## src/rtl/cprv_ram_arb_pkg.sv

```systemverilog
// Shared types for the two-requester RAM arbiter.
//   id_t         : requester identifier (1 bit)
//   M0, M1       : requester ID constants
//   lock_state_t : grant-lock FSM states
package cprv_ram_arb_pkg;

    typedef logic id_t;

    localparam id_t M0 = 1'b0;
    localparam id_t M1 = 1'b1;

    typedef enum logic {
        ST_OPEN = 1'b0,
        ST_HOLD = 1'b1
    } lock_state_t;

endpackage

```

## src/rtl/cprv_tag_fifo.sv

```systemverilog
// In-order FIFO of requester IDs for requests awaiting a RAM response.
//   clk, rst : clock, asynchronous active-high reset (empties the FIFO)
//   push/din : enqueue din (ignored when full)
//   pop      : dequeue head (ignored when empty)
//   dout     : head entry
//   full     : DEPTH entries held
//   empty    : no entries held
module cprv_tag_fifo
    import cprv_ram_arb_pkg::*;
#(
    parameter int unsigned DEPTH = 2
) (
    input  logic clk,
    input  logic rst,
    input  logic push,
    input  logic pop,
    input  id_t  din,
    output id_t  dout,
    output logic full,
    output logic empty
);

    localparam int unsigned PW = (DEPTH > 1) ? $clog2(DEPTH) : 1;
    localparam int unsigned CW = $clog2(DEPTH + 1);
    localparam logic [PW-1:0] LAST = PW'(DEPTH - 1);

    id_t           mem [DEPTH];
    logic [PW-1:0] wr_ptr;
    logic [PW-1:0] rd_ptr;
    logic [CW-1:0] count;
    logic          do_push;
    logic          do_pop;

    assign do_push = push & ~full;
    assign do_pop  = pop & ~empty;

    // Pointers, occupancy and storage
    always_ff @(posedge clk or posedge rst) begin
        if (rst) begin
            wr_ptr <= '0;
            rd_ptr <= '0;
            count  <= '0;
            for (int i = 0; i < int'(DEPTH); i++) mem[i] <= M0;
        end else begin
            if (do_push) begin
                mem[wr_ptr] <= din;
                wr_ptr      <= (wr_ptr == LAST) ? '0 : wr_ptr + PW'(1);
            end
            if (do_pop) begin
                rd_ptr <= (rd_ptr == LAST) ? '0 : rd_ptr + PW'(1);
            end
            case ({do_push, do_pop})
                2'b10:   count <= count + CW'(1);
                2'b01:   count <= count - CW'(1);
                default: count <= count;
            endcase
        end
    end

    assign dout  = mem[rd_ptr];
    assign full  = (count == CW'(DEPTH));
    assign empty = (count == '0);

endmodule

```

## src/rtl/cprv_ram_arb_2to1.sv

```systemverilog
// Two-requester round-robin arbiter in front of a single RAM wrapper.
// Requests are forwarded combinationally from the granted requester; a tag
// FIFO remembers who was granted so in-order responses can be routed back.
//   clk, rst                 : clock, asynchronous active-high reset
//   mK_valid_i/mK_ready_o    : request handshake from requester K
//   mK_w_en/mK_addr/mK_wdata : request payload from requester K
//   mK_valid_o/mK_ready_i    : response handshake to requester K
//   mK_rdata                 : response data to requester K
//   s_valid_o/s_ready_i      : request handshake to the RAM wrapper
//   s_w_en/s_addr/s_wdata    : request payload to the RAM wrapper
//   s_valid_i/s_ready_o      : response handshake from the RAM wrapper
//   s_rdata                  : response data from the RAM wrapper
module cprv_ram_arb_2to1
    import cprv_ram_arb_pkg::*;
#(
    parameter int unsigned ADDR_WIDTH = 7,
    parameter int unsigned DATA_WIDTH = 64,
    parameter int unsigned OSTD_DEPTH = 2
) (
    input  logic                  clk,
    input  logic                  rst,
    input  logic                  m0_valid_i,
    output logic                  m0_ready_o,
    input  logic                  m0_w_en,
    input  logic [ADDR_WIDTH-1:0] m0_addr,
    input  logic [DATA_WIDTH-1:0] m0_wdata,
    output logic                  m0_valid_o,
    input  logic                  m0_ready_i,
    output logic [DATA_WIDTH-1:0] m0_rdata,
    input  logic                  m1_valid_i,
    output logic                  m1_ready_o,
    input  logic                  m1_w_en,
    input  logic [ADDR_WIDTH-1:0] m1_addr,
    input  logic [DATA_WIDTH-1:0] m1_wdata,
    output logic                  m1_valid_o,
    input  logic                  m1_ready_i,
    output logic [DATA_WIDTH-1:0] m1_rdata,
    output logic                  s_valid_o,
    input  logic                  s_ready_i,
    output logic                  s_w_en,
    output logic [ADDR_WIDTH-1:0] s_addr,
    output logic [DATA_WIDTH-1:0] s_wdata,
    input  logic                  s_valid_i,
    output logic                  s_ready_o,
    input  logic [DATA_WIDTH-1:0] s_rdata
);

    lock_state_t state;
    lock_state_t state_n;
    id_t         lock_id;
    id_t         lock_id_n;
    id_t         last_grant;
    id_t         gnt_c;
    id_t         head;
    logic        gnt_valid_c;
    logic        req_hs_c;
    logic        rsp_pop_c;
    logic        full;
    logic        empty;

    cprv_tag_fifo #(
        .DEPTH (OSTD_DEPTH)
    ) u_tag_fifo (
        .clk   (clk),
        .rst   (rst),
        .push  (req_hs_c),
        .pop   (rsp_pop_c),
        .din   (gnt_c),
        .dout  (head),
        .full  (full),
        .empty (empty)
    );

    // Grant selection: locked grant first, then round-robin on contention
    always_comb begin
        gnt_c = M0;
        if (state == ST_HOLD) begin
            gnt_c = lock_id;
        end else if (m0_valid_i && m1_valid_i) begin
            gnt_c = (last_grant == M0) ? M1 : M0;
        end else if (m1_valid_i) begin
            gnt_c = M1;
        end
    end

    assign gnt_valid_c = ~rst & ~full & ((gnt_c == M1) ? m1_valid_i : m0_valid_i);
    assign req_hs_c    = gnt_valid_c & s_ready_i;

    // Request path to the RAM wrapper
    assign s_valid_o  = gnt_valid_c;
    assign s_w_en     = (gnt_c == M1) ? m1_w_en  : m0_w_en;
    assign s_addr     = (gnt_c == M1) ? m1_addr  : m0_addr;
    assign s_wdata    = (gnt_c == M1) ? m1_wdata : m0_wdata;
    assign m0_ready_o = gnt_valid_c & (gnt_c == M0) & s_ready_i;
    assign m1_ready_o = gnt_valid_c & (gnt_c == M1) & s_ready_i;

    // Lock FSM and round-robin pointer
    always_ff @(posedge clk or posedge rst) begin
        if (rst) begin
            state      <= ST_OPEN;
            lock_id    <= M0;
            last_grant <= M1;
        end else begin
            state   <= state_n;
            lock_id <= lock_id_n;
            if (req_hs_c) last_grant <= gnt_c;
        end
    end

    // A stalled request pins the grant until it completes
    always_comb begin
        state_n   = state;
        lock_id_n = lock_id;
        case (state)
            ST_OPEN: begin
                if (s_valid_o && !s_ready_i) begin
                    state_n   = ST_HOLD;
                    lock_id_n = gnt_c;
                end
            end
            ST_HOLD: begin
                if (!s_valid_o || s_ready_i) state_n = ST_OPEN;
            end
            default: state_n = ST_OPEN;
        endcase
    end

    // Response routing by head tag; responses with no tag are sunk
    always_comb begin
        m0_valid_o = 1'b0;
        m1_valid_o = 1'b0;
        s_ready_o  = 1'b0;
        if (!rst) begin
            if (empty) begin
                s_ready_o = 1'b1;
            end else if (head == M1) begin
                m1_valid_o = s_valid_i;
                s_ready_o  = m1_ready_i;
            end else begin
                m0_valid_o = s_valid_i;
                s_ready_o  = m0_ready_i;
            end
        end
    end

    assign rsp_pop_c = s_valid_i & s_ready_o & ~empty;
    assign m0_rdata  = s_rdata;
    assign m1_rdata  = s_rdata;

endmodule

```

## config.mk

```make
export PLATFORM = sky130hd
export DESIGN_NAME = cprv_ram_arb_2to1
export DESIGN_NICKNAME = d
export VERILOG_FILES = /design/src/rtl/cprv_ram_arb_pkg.sv /design/src/rtl/cprv_tag_fifo.sv /design/src/rtl/cprv_ram_arb_2to1.sv
export SDC_FILE = /design/constraint.sdc
export NUM_CORES = 1
export LEC_CHECK = 0
export ABC_AREA = 1
export CAP_MARGIN = 0
export CORE_AREA = 2 2 162 164
export CTS_CLUSTER_SIZE = 8
export DETAILED_ROUTE_END_ITERATION = 16
export DIE_AREA = 0 0 164 166
export GPL_TIMING_DRIVEN = 0
export PLACE_DENSITY = 0.43
export SYNTH_ARGS = -nofsm -noshare
export SYNTH_HDL_FRONTEND = slang
export SYNTH_SLANG_ARGS = --single-unit
export TNS_END_PERCENT = 20
```

## constraint.sdc

```tcl
create_clock -name clk -period 1.9 [get_ports clk]
set_input_delay 0.19 -clock clk [delete_from_list [all_inputs] [get_ports clk]]
set_output_delay 0.19 -clock clk [all_outputs]
set_load 0.05 [all_outputs]
```

==> out/qor.txt <==
Post-route ant nets: 0
Pwr Total: 0.00662 W
Synth Instances: 435
Dpl cells: 1,127
First-pass GRT wire length: 20,200 µm
Clk sink count: 9
Hold-fix buffers at CTS: 0
# port buffers: 357
FF-to-FF setup slack: 0.17 ns
Die W: 164 µm
CP cell instances: nand2_2, nand3_4, nand2_8, clkinv_8, clkbuf_16, clkbuf_16, nand2_1, nand2_1, buf_6
Worst setup endpoint: s_wdata[58]
Root Driver: clkbuf_16
DIE AREA: 0.0272 mm²
Nets@finish: 1,026
GRT Util Overall: 9.53%
DIE HEIGHT: 166 µm
Crit path DAT: 1.70 ns
Avg Inst Size Synth: 5.55 µm²
Psw: 0.00370 W
P_leak: 3.49 nW
Worst Setup Start Kind: flop
Total number of vias: 3,783
Place WS: -1.04 ns
I/O pins: 422
Clock Skew: 0.00167 ns
Slew Viols, Final: 0
Worst-margin pin slew: 0.534 ns
Sequential fraction of the synthesis area: 9.38%
Via count of the first global-routing pass: 3,686
Worst Path Class, Setup: reg -> out
Antenna Diode Count: 0
Buffers from clock root to sink, at most: 2
CTS Buf Count: 3
Area Growth Syn to Fin: 200%
Number of DRC markers in iteration 0: 46
Clock power share: 5.6%
Max Freq: 529 MHz
R2r endpoint: u_tag_fifo.count[1]
WP buf/inv: 4
Sw frac: 56.0%
Relative max-transition margin: 64.3%
Congestion Overflow GR: 0
DR vias/cell: 3.31
Yosys warns: 0
Crit end category: output port
Flop pwr share: 5.5%
Critical path required time: 1.71 ns
Maximum VDD drop: 0.482 mV
Final Critical Period: 1.89 ns
Critical Path Fanout Max: 5
RSZ-0062 raised after global routing: true
Pwr Density: 913 mW/mm²
Drt drc: 0
Max cap viols: 0
Worst skew pair latency: 0.23 ns
Hold Fails Final Rpt: 0
H-tree depth: 1
Combinational power share: 88.9%
Critical path depth: 9
Yosys cell types: 22
Reg2reg start: last_grant
TritonRoute pass-1 iters: 4
Initial antenna violation count: 0
Final Core Density: 28.3%
Synth Register Bits: 9
Worst hold path type: in -> async
Synthesized area: 0.00241 mm²
Layout cells sized above 1: 36.6%
Most common cell after layout, fill and taps aside: clkdlybuf4s50_1
Row count: 59
R2r worst-path depth: 8
Mapped Nets: 652
Cell Int Power: 0.00291 W
CP startpoint: last_grant
CP delay by family, top: buffers and inverters
Worst Setup Slack, final: 0.0112 ns
Largest net degree at the start of global routing: 13
Crit-path slowest cell: dfstp_2
Total core area: 0.0256 mm²
Final instance count without filler cells: 1,143
Status: finished clean
CTS tree: yes
Most frequent cells in the layout: clkdlybuf4s50_1, nand2_1, buf_4
Routability Congestion: 0.707
WL per Instance: 13.3 µm
Starting Density: 9.42%
WHS: 0.209 ns
CP max stage delay: 0.53 ns
Final worst path period share: 99.4%
Hpwl dp: 12,700 µm
Clk pin slew, worst setup/hold paths: 0.04 ns
Total wire length: 15,200 µm
Final setup fails: 0
==> power groups by stage <==
stage          Sequential, W  Combinational, W  Clock, W
2_1_floorplan       0.000343           0.00316         0
3_3_place_gp        0.000359           0.00500         0
3_5_place_dp        0.000361           0.00499         0
4_1_cts             0.000360           0.00513  0.000373
5_1_grt             0.000375           0.00621  0.000389
6_report            0.000364           0.00588  0.000369
==> metal layers <==
layer / track usage, % / up-vias / share of wire, %
met4: 0.953 / 0 / 0.42
met3: 2.10 / 4 / 9.4
met2: 19.4 / 221 / 54
met1: 10.1 / 1643 / 36
met5: 0 / - / 0
li1: - / 1915 / -
==> per-stage QoR <==
step | setup TNS (ns) | instance area, µm²
final | 0 | 7240
after global routing | -2.04 | 7240
after CTS | -0.834 | 6510
after detailed placement | -57.09 | 6410
after global placement | -59.91 | 6410
after floorplan | 0 | 2410
==> area by class of cell <==
cell class                 instances  area, µm²
buffer                           144       1200
clock buffer                       4       78.8
fill                            2778      18400
inverter                          15       72.6
multi-input combinational        267       1330
sequential                         9        226
tap                              335        419
timing repair buffer             369       3920
==> synth_stat cells (all sizes together) <==
library cell  instances  area, µm²
dfstp                 1       26.3
nand4                 3       18.8
nand3                 4       42.5
nor2                 10       50.1
nand2               242        916
o21ai                 3       15.0
buf                 143       1040
xnor2                 2       17.5
inv                  15       56.3
dfrtp                 8        200
ha                    1       12.5
xor2                  1       8.76
clkbuf                1       3.75
a21oi                 1       5.00
==> worst min path at each step <==
stage	startpoint	to	slack, ns	cells past startpoint
after global routing	rst	u_tag_fifo.count[0]	0.22	2
after detailed placement	u_tag_fifo.mem[0]	u_tag_fifo.mem[0]	0.47	2
final	rst	u_tag_fifo.count[0]	0.21	2
after floorplan	rst	lock_id	0.05	1
after CTS	rst	u_tag_fifo.mem[0]	0.27	2
after global placement	last_grant	last_grant	0.47	2
==> registers in the layout, indices dropped and copies added (netlist names) <==
| name | count |
|---|---|
| u_tag_fifo.mem | 2 |
| lock_id | 1 |
| u_tag_fifo.rd_ptr | 1 |
| last_grant | 1 |
| u_tag_fifo.count | 2 |
| state | 1 |
| u_tag_fifo.wr_ptr | 1 |
==> cells by family after synthesis <==
kind of cell | synth area share, %
AO/OA/AOI/OAI | 0.829
XOR/XNOR | 1.09
adder cells (fa/ha/maj) | 0.518
buffers and inverters | 45.6
flip-flops | 9.38
AND/OR/NAND/NOR | 42.6
==> timing repair <==
item | 4_1_cts | 5_1_grt
resized for setup | 513 | 151
endpoints found under the setup margin | 79 | 79
pin swaps | 0 | 13
cloned | 0 | 7
setup buffers | 0 | 5
Power figures use the tool's default switching activity.
